--- src/rtl/prog_loader_pkg.sv ---
// prog_loader_pkg
// Shared types and constants for the program loader that boots
// single_port_sync_ram_large from a framed byte stream.
//   state_t            : loader FSM states
//   ADDR_WIDTH_DEFAULT : default RAM address width
//   ADDR_SPACE         : number of RAM locations at the default width
//   CSUM_WIDTH         : width of the modular frame checksum
package prog_loader_pkg;

   typedef enum logic [1:0] {
      IDLE,
      LOAD,
      DONE
   } state_t;

   localparam int ADDR_WIDTH_DEFAULT = 8;
   localparam int ADDR_SPACE         = 1 << ADDR_WIDTH_DEFAULT;
   localparam int CSUM_WIDTH         = 8;

endpackage

--- src/rtl/prog_loader.sv ---
// prog_loader
// Accepts a framed byte stream (valid/ready). The first byte of a frame is
// the load/entry address; the following bytes are written to RAM at
// consecutive addresses. When the frame completes cleanly the CPU gets a
// one-cycle cpu_start pulse and a cpu_run level, and the loader releases
// the RAM bus.
//
// Optional build macro: PROG_LOADER_CHECKSUM_EN
//   When defined, the last frame byte is a checksum (8-bit sum of all frame
//   bytes must be 0). It is never written; a mismatch raises load_err.
//
// Ports:
//   clk, rst_n                       clock, synchronous active-low reset
//   in_valid/in_ready/in_data/in_last stream input
//   mem_addr/mem_wdata/mem_cs/mem_we/mem_oe   RAM write port
//   start_addr, cpu_start, cpu_run   CPU boot handoff
//   load_err                         sticky error, cleared by next header
//   byte_count                       payload bytes written this/last frame
module prog_loader
   import prog_loader_pkg::*;
#(
   parameter int ADDR_WIDTH = $clog2(ADDR_SPACE),
   parameter int DATA_WIDTH = CSUM_WIDTH
) (
   input  logic                  clk,
   input  logic                  rst_n,
   input  logic                  in_valid,
   output logic                  in_ready,
   input  logic [DATA_WIDTH-1:0] in_data,
   input  logic                  in_last,
   output logic [ADDR_WIDTH-1:0] mem_addr,
   output logic [DATA_WIDTH-1:0] mem_wdata,
   output logic                  mem_cs,
   output logic                  mem_we,
   output logic                  mem_oe,
   output logic [ADDR_WIDTH-1:0] start_addr,
   output logic                  cpu_start,
   output logic                  cpu_run,
   output logic                  load_err,
   output logic [ADDR_WIDTH-1:0] byte_count
);

   state_t                  state;
   state_t                  next_state;
   logic                    accept;
   logic                    flush;
   logic                    wr_q;
   logic                    wr_req;
   logic                    wr_allowed;
   logic [DATA_WIDTH-1:0]   wr_data;
   logic [ADDR_WIDTH-1:0]   addr_ctr;
   logic [ADDR_WIDTH:0]     cnt;

`ifdef PROG_LOADER_CHECKSUM_EN
   logic                    pend_valid;
   logic [DATA_WIDTH-1:0]   pend_data;
   logic [CSUM_WIDTH-1:0]   sum;
   logic [CSUM_WIDTH-1:0]   csum_total;

   assign csum_total = sum + in_data[CSUM_WIDTH-1:0];
`endif

   assign accept     = in_valid & in_ready;
   assign mem_cs     = wr_q;
   assign mem_we     = wr_q;
   assign mem_oe     = 1'b0;
   assign byte_count = cnt[ADDR_WIDTH-1:0];

   // State register
   always_ff @(posedge clk) begin
      if (!rst_n)
         state <= IDLE;
      else
         state <= next_state;
   end

   // Next-state logic. flush marks the write cycle of the final byte, so
   // LOAD only hands over to DONE once that write has reached the RAM port.
   always_comb begin
      next_state = state;
      case (state)
         IDLE:    if (accept) next_state = in_last ? DONE : LOAD;
         LOAD:    if (flush)  next_state = DONE;
         DONE:    next_state = IDLE;
         default: next_state = IDLE;
      endcase
   end

   // FSM outputs. The loader stops accepting during the final write cycle
   // and the DONE cycle so a following header cannot overlap the handoff.
   always_comb begin
      in_ready  = 1'b0;
      cpu_start = 1'b0;
      case (state)
         IDLE:    in_ready  = 1'b1;
         LOAD:    in_ready  = !flush;
         DONE:    cpu_start = !load_err;
         default: in_ready  = 1'b0;
      endcase
   end

   // Write request for this accepted payload byte. With the checksum build
   // the byte written is the previously pended one, so the final (checksum)
   // byte is never written.
   always_comb begin
      wr_req  = 1'b0;
      wr_data = in_data;
      if (state == LOAD && accept) begin
`ifdef PROG_LOADER_CHECKSUM_EN
         wr_req  = pend_valid;
         wr_data = pend_data;
`else
         wr_req  = 1'b1;
`endif
      end
   end

   // Once every RAM location has been written in this frame, further bytes
   // are accepted but dropped.
   assign wr_allowed = wr_req & !cnt[ADDR_WIDTH];

   // Datapath: header capture, RAM write port, counters, handoff flags.
   always_ff @(posedge clk) begin
      if (!rst_n) begin
         wr_q       <= 1'b0;
         mem_addr   <= '0;
         mem_wdata  <= '0;
         addr_ctr   <= '0;
         cnt        <= '0;
         start_addr <= '0;
         load_err   <= 1'b0;
         cpu_run    <= 1'b0;
         flush      <= 1'b0;
`ifdef PROG_LOADER_CHECKSUM_EN
         pend_valid <= 1'b0;
         pend_data  <= '0;
         sum        <= '0;
`endif
      end else begin
         wr_q <= 1'b0;
         case (state)
            IDLE: begin
               if (accept) begin
                  start_addr <= in_data[ADDR_WIDTH-1:0];
                  addr_ctr   <= in_data[ADDR_WIDTH-1:0];
                  cnt        <= '0;
                  cpu_run    <= 1'b0;
                  flush      <= 1'b0;
`ifdef PROG_LOADER_CHECKSUM_EN
                  pend_valid <= 1'b0;
                  sum        <= in_data[CSUM_WIDTH-1:0];
                  load_err   <= in_last && (in_data[CSUM_WIDTH-1:0] != '0);
`else
                  load_err   <= 1'b0;
`endif
               end
            end
            LOAD: begin
               if (accept) begin
                  if (in_last)
                     flush <= 1'b1;
                  if (wr_allowed) begin
                     mem_addr  <= addr_ctr;
                     mem_wdata <= wr_data;
                     wr_q      <= 1'b1;
                     addr_ctr  <= addr_ctr + 1'b1;
                     cnt       <= cnt + 1'b1;
                     if (&cnt[ADDR_WIDTH-1:0])
                        load_err <= 1'b1;
                  end
`ifdef PROG_LOADER_CHECKSUM_EN
                  if (in_last) begin
                     if (csum_total != '0)
                        load_err <= 1'b1;
                  end else begin
                     pend_data  <= in_data;
                     pend_valid <= 1'b1;
                     sum        <= csum_total;
                  end
`endif
               end
            end
            DONE: begin
               flush <= 1'b0;
               if (!load_err)
                  cpu_run <= 1'b1;
            end
            default: flush <= 1'b0;
         endcase
      end
   end

endmodule

--- config.mk ---
export PLATFORM = sky130hd
export DESIGN_NAME = prog_loader
export DESIGN_NICKNAME = d
export VERILOG_FILES = /design/src/rtl/prog_loader_pkg.sv /design/src/rtl/prog_loader.sv
export SDC_FILE = /design/constraint.sdc
export NUM_CORES = 1
export LEC_CHECK = 0
export CORE_MARGIN = 2
export CORE_UTILIZATION = 52
export CTS_CLUSTER_SIZE = 12
export DETAILED_ROUTE_END_ITERATION = 12
export PLACE_DENSITY_LB_ADDON = 0.2
export SYNTH_ARGS = -nofsm -noshare
export SYNTH_HDL_FRONTEND = slang
export SYNTH_SLANG_ARGS = --single-unit
export TNS_END_PERCENT = 20
--- constraint.sdc ---
create_clock -name clk -period 3.7 [get_ports clk]
set_clock_uncertainty 0.15 [all_clocks]
set_input_delay 0.37 -clock clk [delete_from_list [all_inputs] [get_ports clk]]
set_output_delay 0.37 -clock clk [all_outputs]
set_load 0.01 [all_outputs]
Word level (Yosys, flattened, before mapping)
Index checks and enable logic that the tools add are counted.

Logic and storage cells: 65. Register bits: 47.

Equality and inequality tests: 9. Reduce and logical (&&, ||, !) cells: 16. Bitwise gates (word level): 2. Multiplexer cells: 26. Add/sub/neg operators: 2.

Operators by type and width (number): two-way mux 9 bit (3); two-way mux 8 bit (3); one-hot mux 9 bit (2 select lines) (1); one-hot mux 8 bit (2 select lines) (1); != test 2 bit (second input constant) (6); AND reduction 3 bit (4); two-way mux 1 bit (10); adder 9 x 1 -> 9 bit (second input constant) (1); adder 8 x 1 -> 8 bit (second input constant) (1); one-hot mux 1 bit (2 select lines) (4); AND reduction 8 bit (1); two-way mux 2 bit (3); AND reduction 5 bit (1); one-hot mux 2 bit (2 select lines) (1); AND reduction 2 bit (2); AND reduction 4 bit (1); nonzero test 2 bit (2); zero test 1 bit (3); AND 1 bit (2); equality test 2 x 1 -> 1 bit (second input constant) (1); equality test 2 bit (second input constant) (1); zero test 2 bit (1); != test 2 x 1 -> 1 bit (second input constant) (1); logical AND 1 bit (1).

Logic depth before layout (Yosys ltp)
Gate-level depths: netlist of the first run.

Word-level depth: 9. Gate-level depth with buffers: 7. Mapped depth without buffers: 5.

Least setup slack after synthesis of the first run
OpenSTA, ideal clock, no wires.

Path kind: reg-to-reg. From: register state[1]. To: register load_err. Cell stages (with the launch flop): 7. Library setup time: 0.068 ns. Clock period less this slack: 1.831 ns. Data arrival time: 1.612 ns. Setup slack: 1.869 ns. Buffers on the path: 2. Cells stage by stage: dfxtp_1 buf_6 nand2b_4 or4b_4 buf_6 mux2_2 a21oi_2.

Word-level cells in the longest chain between the ends: 8.

Ends and longest elaborated chain: from (decl) (line prog_loader.sv:43) `state_t state;`; from (signal assigned) (line prog_loader.sv:74) `state <= next_state;`; equality test 2 x 1 -> 1 bit / zero test 2 bit (equally long branches) (line prog_loader.sv:94, prog_loader.sv:108, prog_loader.sv:141); one-hot mux 1 bit (2 select lines) (line prog_loader.sv:94) `case (state)`; AND 1 bit (line prog_loader.sv:63) `assign accept = in_valid & in_ready;`; logical AND 1 bit (line prog_loader.sv:108) `if (state == LOAD && accept) begin`; two-way mux 1 bit (line prog_loader.sv:108); AND 1 bit (line prog_loader.sv:120) `assign wr_allowed = wr_req & !cnt[ADDR_WIDTH];`; != test 2 bit (no source line); AND reduction 5 bit (no source line); to (signal assigned) (line prog_loader.sv:131) `load_err <= 1'b0;`; to (signal assigned) (line prog_loader.sv:154) `load_err <= 1'b0;`; to (signal assigned) (line prog_loader.sv:169) `load_err <= 1'b1;`; to (decl) (line prog_loader.sv:39) `output logic load_err,`.

Parallel ways exist; a longest one is shown, timed or not. A chain may end at the register's enable or synchronous reset.

Final worst setup path of the first run
From: register state[0]. To: register addr_ctr[6].

Word-level cells in the longest chain between the ends: 8.

Ends and longest elaborated chain: equality test 2 x 1 -> 1 bit / zero test 2 bit (equally long branches) (line prog_loader.sv:94, prog_loader.sv:108, prog_loader.sv:141); one-hot mux 1 bit (2 select lines) (line prog_loader.sv:94); AND 1 bit (line prog_loader.sv:63); logical AND 1 bit (line prog_loader.sv:108); two-way mux 1 bit (line prog_loader.sv:108); AND 1 bit (line prog_loader.sv:120); != test 2 bit (no source line); AND reduction 4 bit (no source line); to (signal assigned) (line prog_loader.sv:145) `addr_ctr <= in_data[ADDR_WIDTH-1:0];`; to (signal assigned) (line prog_loader.sv:166) `addr_ctr <= addr_ctr + 1'b1;`; to (decl) (line prog_loader.sv:51) `logic [ADDR_WIDTH-1:0] addr_ctr;`.

Parallel ways exist; a longest one is shown, timed or not.

==> impl_metrics.py, run 1 <==
metrics = {
    "sta": {
        "setup_tns_ns": 0,
        "finalCritPeriodShare_pct": 62.73,
        "timing.final.ws_setup_ns": 1.379,
        "max_freq_mhz": 430.8,
        "worst_pin_slew_ns": 0.5127,
        "finalHoldViolations": 0,
        "relSlewSlack_pct": 65.59,
        "whs_ns": 0.3076,
        "min_period_ns": 2.321,
        "slew_violations": 0,
        "rsz0062_at_grt": "no",
        "setup_viol": 0,
    },
    "final_layout": {
        "drive_above_1_share_pct": 5.495,
        "diodes": 0,
        "multiInputGateArea_um2": 987.2,
        "stdcell_area_um2": 2601,
        "synthToLayoutAreaGrowth_pct": 25.77,
        "regArea_um2": 940.9,
        "final_nets": 286,
        "num-fill-cells": 341,
    },
    "clock_network": {
        "cts_root_buf": "clkbuf_8",
        "ctsResizeCount": 0,
        "clk_pin_slew_worst_paths_ns": 0.09,
        "cts_tree": "yes",
        "numCtsBuffers": 5,
        "clock_path_buffers": 2,
        "cts_setup_buffers": 0,
        "cts_hold_buf": 0,
        "cts.sinks": 47,
        "insertion_delay_ns": 0.29,
        "cts.htree.levels": 2,
    },
    "synthesis": {
        "synth_warnings": 0,
        "synth_top_area_cell": "dfxtp_1",
        "synthArstFlopShare_pct": 0,
        "yosysSeqAreaShare_pct": 45.49,
        "synth_top_family_by_area": "simple AND/OR/NAND/NOR gates",
        "synth_edf_count": 0,
        "synth_area_leaders": "dfxtp_1 45%, mux2i_1 8.2%, nor2_1 6.0%",
        "syn_inst": 234,
        "synth-xor-area-share_pct": 2.541,
        "avgSynthCellArea_um2": 8.839,
        "synth_flop_cell": "dfxtp_1",
        "synthAdderAreaFrac_pct": 1.210,
        "synth-simple-area-share_pct": 23.71,
        "synth_top_area_share_pct": 45.49,
        "yosys.cell_count.top_type": "dfxtp_1",
        "synth-compound-area-share_pct": 11.31,
        "syn_nets": 248,
        "ys_types": 43,
        "synthMuxAreaShare_pct": 8.772,
        "yosys-top-cells-count": "47 x dfxtp_1, 33 x nor2_1, 28 x nand2_1, 19 x a21oi_1, 17 x mux2i_1",
        "ys_ff_latch": 47,
        "netlist_area_um2": 2068,
    },
    "placement": {
        "placed_area_um2": 2497,
        "dp_hpwl_um": 2993,
        "numPortBuffers": 49,
        "pre_cts_ws_ns": 1.266,
        "gp_congestion": 0.8079,
    },
    "detailed_routing": {
        "drt_first_pass_iters": 5,
        "viasPerCell": 5.361,
        "wl_per_cell_um": 13.43,
        "vias": 1721,
        "drtAntennaViolNets": 0,
        "drc": 0,
        "drt_iter0_drc": 73,
        "wl_um": 4312,
    },
    "worst_setup_path": {
        "arrival_ns": 2.40,
        "required_ns": 3.78,
        "end_kind": "register",
        "critPathLaunchType": "register",
        "crit_type": "reg -> reg",
        "cp_max_fo": 20,
    },
    "power_and_ir_drop": {
        "internal_power_uw": 755.7,
        "p_sw_share_pct": 24.78,
        "max-vdd-ir-drop_mv": 0.2500,
        "p_per_area_nw_per_um2": 386.2,
        "combPwrFrac_pct": 12.3,
        "p_clk_share_pct": 33.4,
        "p_leak_nw": 1.036,
        "power_frac_seq_pct": 54.3,
        "p_switching_uw": 248.9,
    },
    "die": {
        "start_util_pct": 55.25,
        "die_h_um": 67.07,
        "die_w_um": 67.07,
        "rows": 22,
        "die-area_um2": 4498,
        "coreArea_um2": 3744,
        "pin_count": 51,
    },
    "global_route": {
        "grt_pass1_wl_um": 7272,
        "antenna_found_initial": 0,
        "grt_usage_pct": 20.91,
        "grt_start_max_net_pins": 37,
        "grt_overflow": 0,
        "grt_pass1_vias": 1583,
    },
    "status": {
        "outcome": "finished, final reports clean",
    },
    "hold_path": {
        "hp-class": "reg -> reg",
    },
    "flow_run": {
        "cap_violations": 0,
    },
}
layout make-up:
class                           count  area share (%)
Inverter                            1          0.1443
Timing Repair Buffer               51           19.43
Multi-Input combinational cell    166           37.95
Clock inverter                      1          0.2886
Sequential cell                    47           36.17
Tap cell                           48           2.309
Clock buffer                        7           3.704
logic make-up (layout without fill, tap and decap cells):
group | after synthesis | in the layout
buf+inv | 21 | 60
fa+ha+maj | 2 | 2
compound gates | 39 | 39
other cells | 1 | 1
mux | 18 | 18
xor+xnor | 6 | 6
flops | 47 | 47
simple gates | 100 | 100
stage by stage:
stage                     total power [mW]  instances  utilization (%)
after detailed placement            0.6802        313            66.71
after global placement              0.6772        313            66.71
after global routing                 1.052        321            69.49
after CTS                            1.011        321            69.49
final                                1.005        321            69.49
after floorplan                     0.6267        234                -
path summary, 6_finish.rpt:
| kind | startpoint | to | slack [ns] | depth (start not counted) |
|---|---|---|---|---|
| max | state[0] | addr_ctr[6] | 1.38 | 4 |
| min | start_addr[0] | start_addr[0] | 0.31 | 2 |
| max reg2reg | state[0] | addr_ctr[6] | 1.38 | 4 |
| min reg2reg | start_addr[0] | start_addr[0] | 0.31 | 2 |
state kept, by name, summed over array words and instances (netlist names), 2 cells and up:
| register | count |
|---|---|
| mem_wdata | 8 |
| state | 2 |
| start_addr | 8 |
| mem_addr | 8 |
| cnt | 9 |
| addr_ctr | 8 |
worst max-delay path, cell delays in order, from the launching register on:
cell	delay (ns)
dfxtp_1	0.57
nand2b_4	0.19
or4b_4	0.74
o41a_1	0.46
a21oi_1	0.14
metal layers:
layer,vias up,share of wire (%),GRT usage (%)
li1,872,-,-
met1,797,51,28.86
met2,48,43,32.30
met3,4,5.0,4.392
met4,0,0.88,6.888
met5,-,0,0
cells in the final DEF (no fill, tap or decap), types with 2 or more instances in the layout:
cell,netlist,layout
nor2_1,33,33
a21oi_1,19,19
ha_1,2,2
nand2_1,28,28
nor2b_1,3,3
nand4_1,4,4
nor3_1,3,3
clkdlybuf4s50_1,0,49
xor2_1,4,4
xnor2_1,2,2
clkbuf_8,0,7
o21ai_0,7,7
buf_4,10,2
nand3_1,7,7
nand2b_1,3,3
nor4b_1,2,2
nor3b_1,3,3
and3_1,3,3
a31oi_1,2,2
mux2i_1,17,17
dfxtp_1,47,47
and2_1,5,5
power by group through the flow:
stage	logic [mW]	registers, mW	clock network [mW]
after CTS	0.124	0.545	0.342
after floorplan	0.0722	0.554	0
final	0.124	0.546	0.335
after global placement	0.121	0.556	0
after detailed placement	0.124	0.557	0
after global routing	0.136	0.549	0.367
No activity file was read; power rests on OpenSTA's default activity.
==> inputs of run 2 (changes only) <==
- CORE_UTILIZATION: 52 -> 49
- clock period: 3.7 -> 2.33 ns (I/O delays scaled with it)
==> run 2 against run 1 <==
  * Final cell count grew 3.4%
  * Count of clock-buffer cells in the layout shrank 1
  * Flip-flop and latch count is the same
  * Critical path depth shrank 1
  * Critical endpoint is now cpu_start
  * Sequential share of layout area shrank 1.1 points
  * Worst hold slack gained 0.0013 ns
  * First-iteration DRC count grew 78%
==> impl_metrics.py, run 2 (synthesized netlist as in run 1, its figures left out) <==
metrics = {
    "die": {
        "pin_count": 51,
        "coreArea_um2": 4029,
        "start_util_pct": 51.34,
        "die-area_um2": 4757,
        "die_h_um": 68.97,
        "rows": 23,
        "die_w_um": 68.97,
    },
    "placement": {
        "numPortBuffers": 49,
        "pre_cts_ws_ns": 0.1695,
        "placed_area_um2": 2567,
        "dp.cells": 324,
        "gp_congestion": 0.8772,
        "dp_hpwl_um": 3192,
    },
    "clock_network": {
        "insertion_delay_ns": 0.30,
        "cts_root_buf": "clkbuf_8",
        "clk_pin_slew_worst_paths_ns": 0.08,
        "clock_path_buffers": 2,
        "numCtsBuffers": 5,
        "ctsResizeCount": 0,
        "cts.htree.levels": 2,
        "cts_setup_buffers": 0,
        "cts_tree": "yes",
        "cts.sinks": 47,
        "cts_hold_buf": 0,
    },
    "status": {
        "outcome": "finished, final reports clean",
    },
    "detailed_routing": {
        "viasPerCell": 5.337,
        "wl_per_cell_um": 13.41,
        "drtAntennaViolNets": 0,
        "wl_um": 4453,
        "drt_first_pass_iters": 4,
        "drt_iter0_drc": 130,
        "drc": 0,
        "vias": 1772,
    },
    "worst_setup_path": {
        "reg2reg_slack_ns": 0.30,
        "cp_top_family": "buffers and inverters",
        "critPathMaxStageDelay_ns": 0.59,
        "critPathLaunchType": "register",
        "regToRegStartpoint": "state[0]",
        "cp_cell_sequence": "buf_4 > nor3b_1 > clkdlybuf4s50_1",
        "end_kind": "output port",
        "crit_path_start": "state[1]",
        "cp_max_fo": 9,
        "required_ns": 1.95,
        "worst-path-buf-inv": 2,
        "crit_type": "reg -> out",
        "crit_slowest_cell": "clkdlybuf4s50_1",
        "arrival_ns": 1.65,
    },
    "hold_path": {
        "hp-class": "reg -> reg",
        "hp-start": "start_addr[5]",
    },
    "sta": {
        "max_freq_mhz": 490.8,
        "worst_pin_slew_ns": 0.5357,
        "finalCritPeriodShare_pct": 87.45,
        "relSlewSlack_pct": 64.04,
        "min_period_ns": 2.038,
        "timing.final.ws_setup_ns": 0.2924,
        "setup_tns_ns": 0,
        "setup_viol": 0,
        "whs_ns": 0.3089,
        "rsz0062_at_grt": "no",
        "finalHoldViolations": 0,
        "slew_violations": 0,
    },
    "final_layout": {
        "largest_reg_flops": 9,
        "diodes": 0,
        "regMostFlops": "cnt",
        "synthToLayoutAreaGrowth_pct": 29.82,
        "final_cell_mix": "49 x clkdlybuf4s50_1, 47 x dfxtp_1, 33 x nor2_1",
        "finalNonFillerCells": 332,
        "final_nets": 295,
        "stdcell_area_um2": 2685,
        "fin_util_pct": 66.65,
        "num-fill-cells": 374,
        "drive_above_1_share_pct": 8.511,
        "final_common_cell": "clkdlybuf4s50_1",
    },
    "power_and_ir_drop": {
        "p_leak_nw": 1.089,
        "total_power_mw": 1.693,
        "max-vdd-ir-drop_mv": 0.4139,
        "p_per_area_nw_per_um2": 630.6,
    },
    "global_route": {
        "grt_usage_pct": 21.00,
        "grt_pass1_wl_um": 7376,
        "grt_pass1_vias": 1591,
        "antenna_found_initial": 0,
        "grt_overflow": 0,
        "grt_start_max_net_pins": 16,
    },
    "flow_run": {
        "cap_violations": 0,
    },
}
## run 2: cell count changes in the layout (fill, tap and decap cells not counted)
cell / change
clkbuf_8: -1
clkinv_2: +1
clkinvlp_4: -1
buf_4: +9
bufinv_16: +1
## run 2: metal layers
metal  global-route usage (%)  up-vias  share of wire (%)
li1                         -      887                  -
met1                    28.80      813                 49
met2                    29.93       61                 42
met3                    6.656       11                6.2
met4                    9.559        0                2.6
met5                        0        -                  0
## run 2: area by class of cell
class | instances | area (um^2) | area share [%]
Inverter | 1 | 3.754 | 0.1398
Timing Repair Buffer | 60 | 573.1 | 21.34
Sequential cell | 47 | 940.9 | 35.04
Tap cell | 50 | 62.56 | 2.330
Clock buffer | 6 | 82.58 | 3.075
Clock inverter | 2 | 35.03 | 1.305
Multi-Input combinational cell | 166 | 987.2 | 36.77
## run 2: worst register-to-register path, delay by kind of cell, from the launching register on
kind,cells,cell delay [ns]
flops,1,0.56
mux,1,0.29
compound gates,1,0.12
simple gates,2,0.62
buf+inv,1,0.22
## run 2: final timing paths
path | to | depth (start not counted)
setup / recovery | cpu_start | 3
hold / removal | start_addr[5] | 2
setup reg to reg | load_err | 5
hold reg to reg | start_addr[5] | 2
## run 2: report_power, final
group	leakage, nW	internal [mW]	switching, mW	total [mW]
clock network	0.0612	0.347	0.270	0.617
registers	0.382	0.834	0.0308	0.864
logic	0.646	0.107	0.105	0.212
==> inputs of run 3 (changes only) <==
- CORE_ASPECT_RATIO: default -> 1.25
==> run 3 against run 2 <==
  * Cell area down 1.5%
  * Final cell count up 0.60%
  * Largest cell class unchanged
  * Register-to-register slack gained 0.06 ns
  * Die area hardly changed
  * Utilization is 1.6 points lower
==> impl_metrics.py, run 3 (synthesized netlist as in run 1, its figures left out) <==
metrics = {
    "sta": {
        "min_period_ns": 2.063,
        "max_freq_mhz": 484.7,
        "setup_tns_ns": 0,
        "worst_pin_slew_ns": 0.5009,
        "timing.final.ws_setup_ns": 0.2668,
        "finalHoldViolations": 0,
        "finalCritPeriodShare_pct": 88.55,
        "whs_ns": 0.3091,
        "slew_violations": 0,
        "rsz0062_at_grt": "no",
        "setup_viol": 0,
        "relSlewSlack_pct": 66.38,
    },
    "die": {
        "rows": 26,
        "die_w_um": 62.11,
        "coreArea_um2": 4066,
        "start_util_pct": 50.86,
        "pin_count": 51,
        "die_h_um": 76.64,
        "die-area_um2": 4760,
    },
    "placement": {
        "pre_cts_ws_ns": 0.1865,
        "gp_congestion": 0.8784,
        "placed_area_um2": 2545,
        "dp.cells": 326,
        "dp_hpwl_um": 3214,
        "numPortBuffers": 49,
    },
    "clock_network": {
        "numCtsBuffers": 5,
        "cts_root_buf": "clkbuf_8",
        "insertion_delay_ns": 0.31,
        "cts_hold_buf": 0,
        "cts.sinks": 47,
        "cts_tree": "yes",
        "ctsResizeCount": 0,
        "clock_path_buffers": 2,
        "cts_setup_buffers": 0,
        "cts.htree.levels": 2,
        "clk_pin_slew_worst_paths_ns": 0.09,
    },
    "final_layout": {
        "stdcell_area_um2": 2645,
        "synthToLayoutAreaGrowth_pct": 27.89,
        "largest_reg_flops": 9,
        "regMostFlops": "cnt",
        "finalNonFillerCells": 334,
        "diodes": 0,
        "num-fill-cells": 381,
        "fin_util_pct": 65.05,
        "final_nets": 291,
        "final_common_cell": "clkdlybuf4s50_1",
        "final_cell_mix": "49 x clkdlybuf4s50_1, 47 x dfxtp_1, 33 x nor2_1",
        "drive_above_1_share_pct": 6.835,
    },
    "global_route": {
        "grt_usage_pct": 21.10,
        "grt_pass1_wl_um": 7969,
        "grt_start_max_net_pins": 35,
        "grt_pass1_vias": 1668,
        "grt_overflow": 0,
        "antenna_found_initial": 0,
    },
    "worst_setup_path": {
        "reg2regPathDepth": 4,
        "rr_endpoint": "addr_ctr[6]",
        "cp_cell_sequence": "nor3b_1 > clkdlybuf4s50_1",
        "end_kind": "output port",
        "crit_slowest_cell": "clkdlybuf4s50_1",
        "required_ns": 1.95,
        "critPathMaxStageDelay_ns": 0.59,
        "critPathLaunchType": "register",
        "cp_max_fo": 10,
        "cp_top_family": "buffers and inverters",
        "regToRegStartpoint": "state[0]",
        "worst-path-buf-inv": 1,
        "arrival_ns": 1.68,
        "reg2reg_slack_ns": 0.36,
        "crit_type": "reg -> out",
    },
    "hold_path": {
        "min_to": "start_addr[3]",
        "hp-start": "start_addr[3]",
        "hp-class": "reg -> reg",
        "holdPathStages": 2,
    },
    "detailed_routing": {
        "drc": 0,
        "viasPerCell": 5.219,
        "wl_um": 4589,
        "wl_per_cell_um": 13.74,
        "drtAntennaViolNets": 0,
        "wl_met2_um": 2141,
        "drt_first_pass_iters": 4,
        "vias": 1743,
        "wl_met1_um": 2143,
        "highest_layer": "met4",
        "wl_met3_um": 226,
        "drt_iter0_drc": 78,
    },
    "power_and_ir_drop": {
        "p_per_area_nw_per_um2": 609.0,
        "max-vdd-ir-drop_mv": 0.4112,
        "total_power_mw": 1.611,
        "p_leak_nw": 1.060,
    },
    "flow_run": {
        "cap_violations": 0,
    },
    "status": {
        "outcome": "finished, final reports clean",
    },
}
run 3: cell types whose count changed in the layout (fill, tap and decap cells not counted):
cell / before / now
buf_4: 11 / 7
clkbuf_8: 6 / 7
clkinv_2: 1 / 0
clkbuf_1: 0 / 1
bufinv_16: 1 / 0
run 3: worst max-delay path by stage:
stage / slack, ns / end / cells past startpoint / start
2_1_floorplan: 0.50 / load_err / 6 / state[1]
3_3_place_gp: 0.22 / addr_ctr[6] / 4 / in_valid
3_5_place_dp: 0.19 / addr_ctr[6] / 4 / in_valid
4_1_cts: 0.26 / cpu_start / 2 / state[1]
5_1_grt: 0.14 / cpu_start / 2 / state[1]
6_report: 0.27 / cpu_start / 2 / state[1]
run 3: layout make-up:
class                      count  area [um^2]  area share (%)
inverter                       1        3.754          0.1419
tap                           56        70.07           2.649
sequential                    47        940.9           35.57
clock buffer                   8        100.1           3.784
timing repair buffer          56        543.0           20.53
multi-input combinational    166        987.2           37.32
run 3: tightest hold or removal path, stage by stage (launching register included):
cell and delay, ns:
dfxtp_1 0.31, nand2_1 0.05, a21oi_1 0.05
run 3: layer usage:
metal,global-route usage (%),vias up
met1,25.54,813
met2,35.43,44
met5,0,-
met4,9.111,0
li1,-,879
met3,5.318,7
run 3: where the power goes:
part	internal (mW)	leakage [nW]	switching, mW
logic	0.103	0.626	0.103
registers	0.834	0.382	0.0324
clock network	0.271	0.0515	0.268
